## src/rtl/pio_pkg.sv

```systemverilog
// Shared definitions for the PIO interrupt servicer: the slave register map
// and the servicing state machine encoding.
package pio_pkg;

    // PIO s1 register addresses used by the servicer
    localparam logic [1:0] PIO_ADDR_DATA = 2'd0;
    localparam logic [1:0] PIO_ADDR_MASK = 2'd2;
    localparam logic [1:0] PIO_ADDR_EDGE = 2'd3;

    // Servicing sequence; INIT_MASK is entered only from reset
    typedef enum logic [2:0] {
        INIT_MASK = 3'd0,
        IDLE      = 3'd1,
        RD_EDGE   = 3'd2,
        WT_EDGE   = 3'd3,
        CLR_EDGE  = 3'd4,
        RD_LEVEL  = 3'd5,
        WT_LEVEL  = 3'd6
    } pio_state_e;

endpackage

```

## src/rtl/pio_event_slot.sv

```systemverilog
// Single-entry event holding register. A committed event either loads the
// slot (empty, or being accepted in the same cycle) or merges into the
// pending one, OR-ing the edges, replacing the levels and raising overflow.
module pio_event_slot #(
    parameter int unsigned WIDTH = 3
) (
    input  logic             clk,
    input  logic             reset_n,
    input  logic             commit_i,
    input  logic [WIDTH-1:0] edges_i,
    input  logic [WIDTH-1:0] level_i,
    input  logic             ev_ready_i,
    input  logic             overflow_clr_i,
    output logic             ev_valid_o,
    output logic [WIDTH-1:0] ev_edges_o,
    output logic [WIDTH-1:0] ev_level_o,
    output logic             overflow_o
);

    logic             valid_q, valid_d;
    logic [WIDTH-1:0] edges_q, edges_d;
    logic [WIDTH-1:0] level_q, level_d;
    logic             ovf_q, ovf_d;
    logic             accept;
    logic             real_commit;

    // Handshake: an event transfers on every cycle where ev_valid and ev_ready
    // are both high; ev_valid never drops without a transfer, and the payload
    // is stable while ev_valid is high and ev_ready is low, except when a new
    // event merges into it.
    assign accept      = valid_q & ev_ready_i;
    assign real_commit = commit_i & (edges_i != '0);

    // Load, merge or drain the slot; a same-cycle overflow set beats the clear
    always_comb begin
        valid_d = valid_q;
        edges_d = edges_q;
        level_d = level_q;
        ovf_d   = ovf_q;
        if (overflow_clr_i) begin
            ovf_d = 1'b0;
        end
        if (real_commit) begin
            if (!valid_q || accept) begin
                valid_d = 1'b1;
                edges_d = edges_i;
                level_d = level_i;
            end else begin
                edges_d = edges_q | edges_i;
                level_d = level_i;
                ovf_d   = 1'b1;
            end
        end else if (accept) begin
            valid_d = 1'b0;
        end
    end

    // Slot registers
    always_ff @(posedge clk or negedge reset_n) begin
        if (!reset_n) begin
            valid_q <= 1'b0;
            edges_q <= '0;
            level_q <= '0;
            ovf_q   <= 1'b0;
        end else begin
            valid_q <= valid_d;
            edges_q <= edges_d;
            level_q <= level_d;
            ovf_q   <= ovf_d;
        end
    end

    assign ev_valid_o = valid_q;
    assign ev_edges_o = edges_q;
    assign ev_level_o = level_q;
    assign overflow_o = ovf_q;

endmodule

```

## src/rtl/pio_irq_servicer.sv

```systemverilog
// Avalon-MM master that programs an edge-capturing PIO's irq mask after reset,
// then on each PIO interrupt reads and clears the edge capture, reads the pin
// levels and hands the result to downstream logic as a valid/ready event.
// Bus outputs are registers loaded with the access belonging to the next state.
module pio_irq_servicer
    import pio_pkg::*;
#(
    parameter int unsigned      WIDTH     = 3,
    parameter logic [WIDTH-1:0] MASK_INIT = {WIDTH{1'b1}}
) (
    input  logic             clk,
    input  logic             reset_n,
    output logic [1:0]       m_address,
    output logic             m_chipselect,
    output logic             m_write_n,
    output logic [31:0]      m_writedata,
    input  logic [31:0]      m_readdata,
    input  logic             irq,
    output logic             ev_valid,
    input  logic             ev_ready,
    output logic [WIDTH-1:0] ev_edges,
    output logic [WIDTH-1:0] ev_level,
    output logic             overflow,
    input  logic             overflow_clr,
    output pio_state_e       dbg_state_o
);

    pio_state_e       state_q, state_d;
    logic             init_done_q, init_done_d;
    logic [WIDTH-1:0] edge_q, edge_d;
    logic [1:0]       addr_q, addr_d;
    logic             cs_q, cs_d;
    logic             wr_n_q, wr_n_d;
    logic [31:0]      wdata_q, wdata_d;
    logic             unused_readdata;

    // Only the low WIDTH bits of read data carry PIO state
    assign unused_readdata = ^m_readdata;

    function automatic logic [31:0] zext(input logic [WIDTH-1:0] v);
        logic [31:0] r;
        r            = '0;
        r[WIDTH-1:0] = v;
        return r;
    endfunction

    // Next state and the bus access to present during that state
    always_comb begin
        state_d     = state_q;
        init_done_d = init_done_q;
        edge_d      = edge_q;
        addr_d      = PIO_ADDR_DATA;
        cs_d        = 1'b0;
        wr_n_d      = 1'b1;
        wdata_d     = '0;
        case (state_q)
            INIT_MASK: begin
                // First cycle after reset: stay one more cycle to show the mask write
                if (!init_done_q) begin
                    init_done_d = 1'b1;
                    cs_d        = 1'b1;
                    wr_n_d      = 1'b0;
                    addr_d      = PIO_ADDR_MASK;
                    wdata_d     = zext(MASK_INIT);
                end else begin
                    state_d = IDLE;
                end
            end
            IDLE: begin
                if (irq) begin
                    state_d = RD_EDGE;
                    cs_d    = 1'b1;
                    addr_d  = PIO_ADDR_EDGE;
                end
            end
            RD_EDGE: begin
                state_d = WT_EDGE;
            end
            WT_EDGE: begin
                // Read data is valid now; write the same value back to clear capture
                edge_d  = m_readdata[WIDTH-1:0];
                state_d = CLR_EDGE;
                cs_d    = 1'b1;
                wr_n_d  = 1'b0;
                addr_d  = PIO_ADDR_EDGE;
                wdata_d = zext(m_readdata[WIDTH-1:0]);
            end
            CLR_EDGE: begin
                state_d = RD_LEVEL;
                cs_d    = 1'b1;
                addr_d  = PIO_ADDR_DATA;
            end
            RD_LEVEL: begin
                state_d = WT_LEVEL;
            end
            WT_LEVEL: begin
                state_d = IDLE;
            end
            default: begin
                state_d = IDLE;
            end
        endcase
    end

    // State and bus registers; reset aborts any service in progress
    always_ff @(posedge clk or negedge reset_n) begin
        if (!reset_n) begin
            state_q     <= INIT_MASK;
            init_done_q <= 1'b0;
            edge_q      <= '0;
            addr_q      <= PIO_ADDR_DATA;
            cs_q        <= 1'b0;
            wr_n_q      <= 1'b1;
            wdata_q     <= '0;
        end else begin
            state_q     <= state_d;
            init_done_q <= init_done_d;
            edge_q      <= edge_d;
            addr_q      <= addr_d;
            cs_q        <= cs_d;
            wr_n_q      <= wr_n_d;
            wdata_q     <= wdata_d;
        end
    end

    assign m_address    = addr_q;
    assign m_chipselect = cs_q;
    assign m_write_n    = wr_n_q;
    assign m_writedata  = wdata_q;
    assign dbg_state_o  = state_q;

    pio_event_slot #(
        .WIDTH(WIDTH)
    ) u_slot (
        .clk            (clk),
        .reset_n        (reset_n),
        .commit_i       (state_q == WT_LEVEL),
        .edges_i        (edge_q),
        .level_i        (m_readdata[WIDTH-1:0]),
        .ev_ready_i     (ev_ready),
        .overflow_clr_i (overflow_clr),
        .ev_valid_o     (ev_valid),
        .ev_edges_o     (ev_edges),
        .ev_level_o     (ev_level),
        .overflow_o     (overflow)
    );

endmodule
```

## config.mk

```make
export PLATFORM = sky130hd
export DESIGN_NAME = pio_irq_servicer
export DESIGN_NICKNAME = d
export VERILOG_FILES = /design/src/rtl/pio_pkg.sv /design/src/rtl/pio_event_slot.sv /design/src/rtl/pio_irq_servicer.sv
export SDC_FILE = /design/constraint.sdc
export NUM_CORES = 1
export LEC_CHECK = 0
export ABC_AREA = 1
export ABC_CLOCK_PERIOD_IN_PS = 1200
export BUFFER_PORTS_ARGS = -buffer_cell sky130_fd_sc_hd__buf_2
export CORE_UTILIZATION = 40
export CTS_CLUSTER_DIAMETER = 50
export DETAILED_ROUTE_END_ITERATION = 8
export PLACE_DENSITY = 0.84
export SYNTH_ARGS = -nofsm -noshare
export SYNTH_HDL_FRONTEND = slang
export SYNTH_SLANG_ARGS = --single-unit
```

## constraint.sdc

```tcl
create_clock -name clk -period 1.2 [get_ports clk]
set_clock_uncertainty 0.1 [all_clocks]
set_input_delay 0.06 -clock clk [delete_from_list [all_inputs] [get_ports clk]]
set_output_delay 0.06 -clock clk [all_outputs]
set_load 0.05 [all_outputs]
```

# Word-level counts from Yosys, hierarchy flattened
# Index checks and enable logic that the tools add are counted.
# word_totals
reg_bits,51
input_bits,37
out_inout_bits,47
wordCells,51
# op_classes
eq_ne,9
mux,20
n_bitwise,3
n_reduce_logical,8
# op_table
op,n
one-hot mux 3 bit (6 select lines),1
two-way mux 3 bit,4
== test 3 bit (second input constant),3
two-way mux 1 bit,9
== test 3 x 2 -> 1 bit (second input constant),2
!= test 2 bit (second input constant),3
one-hot mux 2 bit (3 select lines),1
one-hot mux 3 bit (2 select lines),1
two-way mux 2 bit,2
AND reduction 2 bit,2
== test 3 x 1 -> 1 bit (second input constant),1
zero test 3 bit,1
bitwise OR 3 bit,1
one-hot mux 1 bit (3 select lines),1
nonzero test 3 bit,1
AND 1 bit,2
one-hot mux 1 bit (2 select lines),1
nonzero test 2 bit,1
OR reduction 2 bit,1
zero test 1 bit,1
logical OR 1 bit,1

# Longest topological paths before layout
# logic_depth
depth_word,4
ltp_mapped,7
depth_no_buf,6

# Hierarchy
# From an unflattened synthesis, not the netlist that was laid out.
# unflattened
hier_cells,145
area_unflattened_um2,1236.2
# modules_own_cells
mod,n_inst,cells_per_inst,area_each_um2
pio_irq_servicer,1,89,823.3
pio_event_slot,1,56,412.9

# Worst setup path after synthesis
# Ideal clock, no wire load.
# synth_timing
path_type,register to register
startpoint,"register state_q[1], in the netlist dbg_state_o[1]"
endpoint,"register u_slot.level_q[1], in the netlist u_slot.ev_level_o[1]"
setup_ns,0.119
t_arrival_ns,1.284
setup_slack_ns,-0.303
stages_incl_launch_ff,8
path_buffers,2
synth_period_minus_slack_ns,1.503
cell_sequence,dfrtp_1 -> buf_6 -> nand2_2 -> nor2_2 -> nand2_2 -> buf_6 -> nand2_2 -> o21ai_2
# synth_via
elab_chain_len,2
# synth_lines
item,line_no,source
start: declaration,pio_irq_servicer.sv:28,"pio_state_e state_q, state_d;"
start signal: assignment,pio_irq_servicer.sv:116,state_q <= state_d;
== test 3 bit,pio_irq_servicer.sv:137,".commit_i (state_q == WT_LEVEL),"
AND 1 bit,pio_event_slot.sv:32,assign real_commit = commit_i & (edges_i != '0);
end signal: assignment,pio_event_slot.sv:68,level_q <= level_d;
end: declaration,pio_event_slot.sv:22,"logic [WIDTH-1:0] level_q, level_d;"
# Every way passes these cells.
# A chain may end at the register's enable or synchronous reset.

# Final worst setup path
# layout_timing
startpoint,"register state_q[1], in the netlist dbg_state_o[1]"
endpoint,output dbg_state_o[1]
# layout_lines
item,line_no,source
end: declaration,pio_irq_servicer.sv:25,output pio_state_e dbg_state_o
# No word-level cell between the ends.

==> flow_summary_export.csv <==
group,metric,value,unit
run_status,outcome,"complete, but fails checks",
run_status,violations,"negative setup slack",
clock_tree,post_cts_buffers,0,
placement,place_congestion,0.841,
logic_synthesis,synthCells,127,
logic_synthesis,synth_ff_type,"dfrtp_1",
detailed_routing,final_antenna_net_count,0,
power_and_ir_drop,power.leakage,0.772,nW
grt,met1_usage,14.3,%
grt,antenna_found_initial,0,
worst_setup_path,slowest_delay,470,ps
clock_tree,path_clk_slew,120,ps
logic_synthesis,seq_area_frac_synth,48.1,%
clock_tree,insertion_delay,300,ps
timing,hold_viol,0,
hold_path,holdPathStages,4,
timing,fin_crit,1230,ps
clock_tree,clockBufferDepth,2,
grt,grt-busiest-layer,"met2",
final_layout,drive_above_1_share,32.3,%
detailed_routing,viasPerCell,4.18,
clock_tree,cts_buffers,3,
logic_synthesis,synth_seq_cells,22,
hold_path,min-delay-start,"ev_ready",
logic_synthesis,yosys-top-cells-area,"dfrtp_1 (46%), buf_4 (20%), nand2_1 (7.9%), inv_1 (4.9%), o21ai_2 (3.1%)",
worst_setup_path,cp_max_fo,6,
die,rows,19,
die,core,0.00273,mm²
worst_setup_path,worstSetupPathType,"flop to output port",
worst_setup_path,crit_arrival,1070,ps
die,die_y,55.6,µm
timing,drv_slew,0,
logic_synthesis,synthesis.area,0.00115,mm²
die,pin_count,84,
clock_tree,cts_tree,"done",
hold_path,hold_end,"u_slot.ev_valid_o",
logic_synthesis,yosysWarningCount,0,
timing,fin_ws,-32.7,ps
grt,grt_util_met2,18.9,%
placement,io_buffers,25,
worst_setup_path,cp-end-kind,"output port",
detailed_routing,wl_per_cell,8.90,µm
logic_synthesis,synth_edf_count,0,
placement,dpl.hpwl,1.27,mm
final_layout,post-route-util,49.7,%
worst_setup_path,rr_worst_depth,3,
final_layout,area_delta_synth_final,18.5,%
hold_path,hold_class,"input pin to flop",
placement,dp_slack,-53.0,ps
clock_tree,cts_root_buf,"clkbuf_4",
grt,grt_max_degree,23,
flow_run,cap_violations,0,
detailed_routing,drt_iter0_drc,4,
clock_tree,htreeDepth,1,
die,start_util,42.0,%
timing,final.setup.tns,-32.7,ps
logic_synthesis,synth_most_common_cell,"buf_4",
logic_synthesis,netlist.area_leader.share,45.8,%
die,die_width,55.6,µm
grt,grt_use_met3,0.703,%
timing,timing.final.crit_share,103,%
logic_synthesis,avgSynthCellArea,9.03,µm²
worst_setup_path,cp.required,1040,ps
detailed_routing,vias,802,
worst_setup_path,crit_path_top_delay_cell,"dfrtp_2",
detailed_routing,drcViolationCount,0,
final_layout,diodes,0,
logic_synthesis,synth_top_area_cell,"dfrtp_1",
logic_synthesis,synthTopCellsByCount,"buf_4 (30), nand2_1 (24), dfrtp_1 (21)",
worst_setup_path,r2r-start,"dbg_state_o[1]",
worst_setup_path,start_kind,"flop",
detailed_routing,drt_pre_antenna_iters,3,
worst_setup_path,rrSetupSlack,0,ps
timing,fmax,0.811,GHz
detailed_routing,routed_wl,1.71,mm
power_and_ir_drop,p_per_area,2950,mW/mm²
power_and_ir_drop,ir_drop,0.00184,V
clock_tree,cts.sinks,22,
final_layout,fill_cells,241,
grt,grt_overflow_total,0,
timing,setup_violations,1,
grt,grt.total_usage,11.5,%
timing,rsz0062_at_grt,"yes",
logic_synthesis,synth.distinct_cells,21,
final_layout,nNetsFinal,199,
grt,grt_first_pass_wirelength,2.75,mm
grt,grt_pass1_vias,654,
die,dieArea,0.00309,mm²
worst_setup_path,reg2reg_to,"dbg_state_o[0]",
logic_synthesis,synth-async-reset-ratio,100,%
worst_setup_path,path_cells,"buf_6 > buf_8",
## final cells by class
class                      instances  area [µm²]  share of cell area [%]
multi-input combinational         85         413                    30.4
sequential                        22         556                    40.8
inverter                          16        60.1                    4.42
tap                               31        38.8                    2.85
timing repair buffer              34         240                    17.7
clock buffer                       3        22.5                    1.66
clock inverter                     1        30.0                    2.21
## state kept, by name, summed over array words and instances, names as in the netlist
register	flops
m_write_n	1
u_slot.ev_edges_o	3
u_slot.ev_valid_o	1
init_done_q	1
u_slot.ev_level_o	3
dbg_state_o	3
edge_q	3
m_address	2
m_writedata	3
m_chipselect	1
u_slot.overflow_o	1
## report_power, final
group / internal (mW) / total (mW) / switching [mW]
logic: 0.575 / 2.17 / 1.59
clock network: 0.338 / 0.559 / 0.221
registers: 1.05 / 1.29 / 0.238
total: 1.97 / 4.02 / 2.05
## cells by family (layout without fill, tap and decap cells)
logic type             after synthesis  count (layout)  share of synthesized area [%]
other                                1              29                          0.327
and+or+nand+nor                     38              38                           14.5
buffers and inverters               48              54                           26.8
DFF                                 22              22                           48.1
AOI/OAI and AO/OA                   18              18                           10.2
## per-layer routing
metal  share of wire (%)  wire (µm)
met1                  42        720
met2                  51        867
met3                 4.6         79
met4                 2.5         42
met5                   0          0
## through the flow
stage | hold slack [ps] | total power [mW] | instances | cell area (µm²)
CTS | 3.14 | 3.95 | 192 | 1330
floorplan | -336 | 3.01 | 155 | 1260
global placement | -63.1 | 3.25 | 182 | 1190
detailed placement | -60.2 | 3.30 | 182 | 1190
global route | 14.9 | 4.25 | 192 | 1360
finish | 3.68 | 4.02 | 192 | 1360
## cells in the final DEF (no fill, tap or decap), drive strengths merged
master,netlist,layout
dfstp,1,1
nand2,28,28
dlygate4sd3,0,6
o21ai,12,12
nand3,3,3
clkbuf,0,4
dfrtp,21,21
a21oi,1,1
bufinv,0,1
inv,16,16
nor2,6,6
o211ai,1,1
and2,1,1
a21boi,1,1
buf,32,27
conb,1,29
o21bai,3,3
## worst max-delay path: cells and delay by family (launching register included)
kind	cells	cell delay [ps]
buffers and inverters	2	290
flip-flops	1	470
## worst max path at each step
stage / start / to / slack (ps) / cells past startpoint
after CTS: dbg_state_o[1] / dbg_state_o[1] / -20 / 2
final: dbg_state_o[1] / dbg_state_o[1] / -30 / 2
after floorplan: dbg_state_o[1] / u_slot.ev_level_o[1] / -150 / 7
after detailed placement: dbg_state_o[2] / m_write_n / -50 / 3
after global routing: dbg_state_o[0] / m_chipselect / -80 / 4
after global placement: dbg_state_o[2] / m_write_n / -50 / 3
## timing repair
action,CTS,global route
hold endpoints to repair,35,0
resized for setup,6,12
pin swaps,0,1
hold buffers,6,0
setup endpoints to repair,9,18
Power figures use the tool's default switching activity.
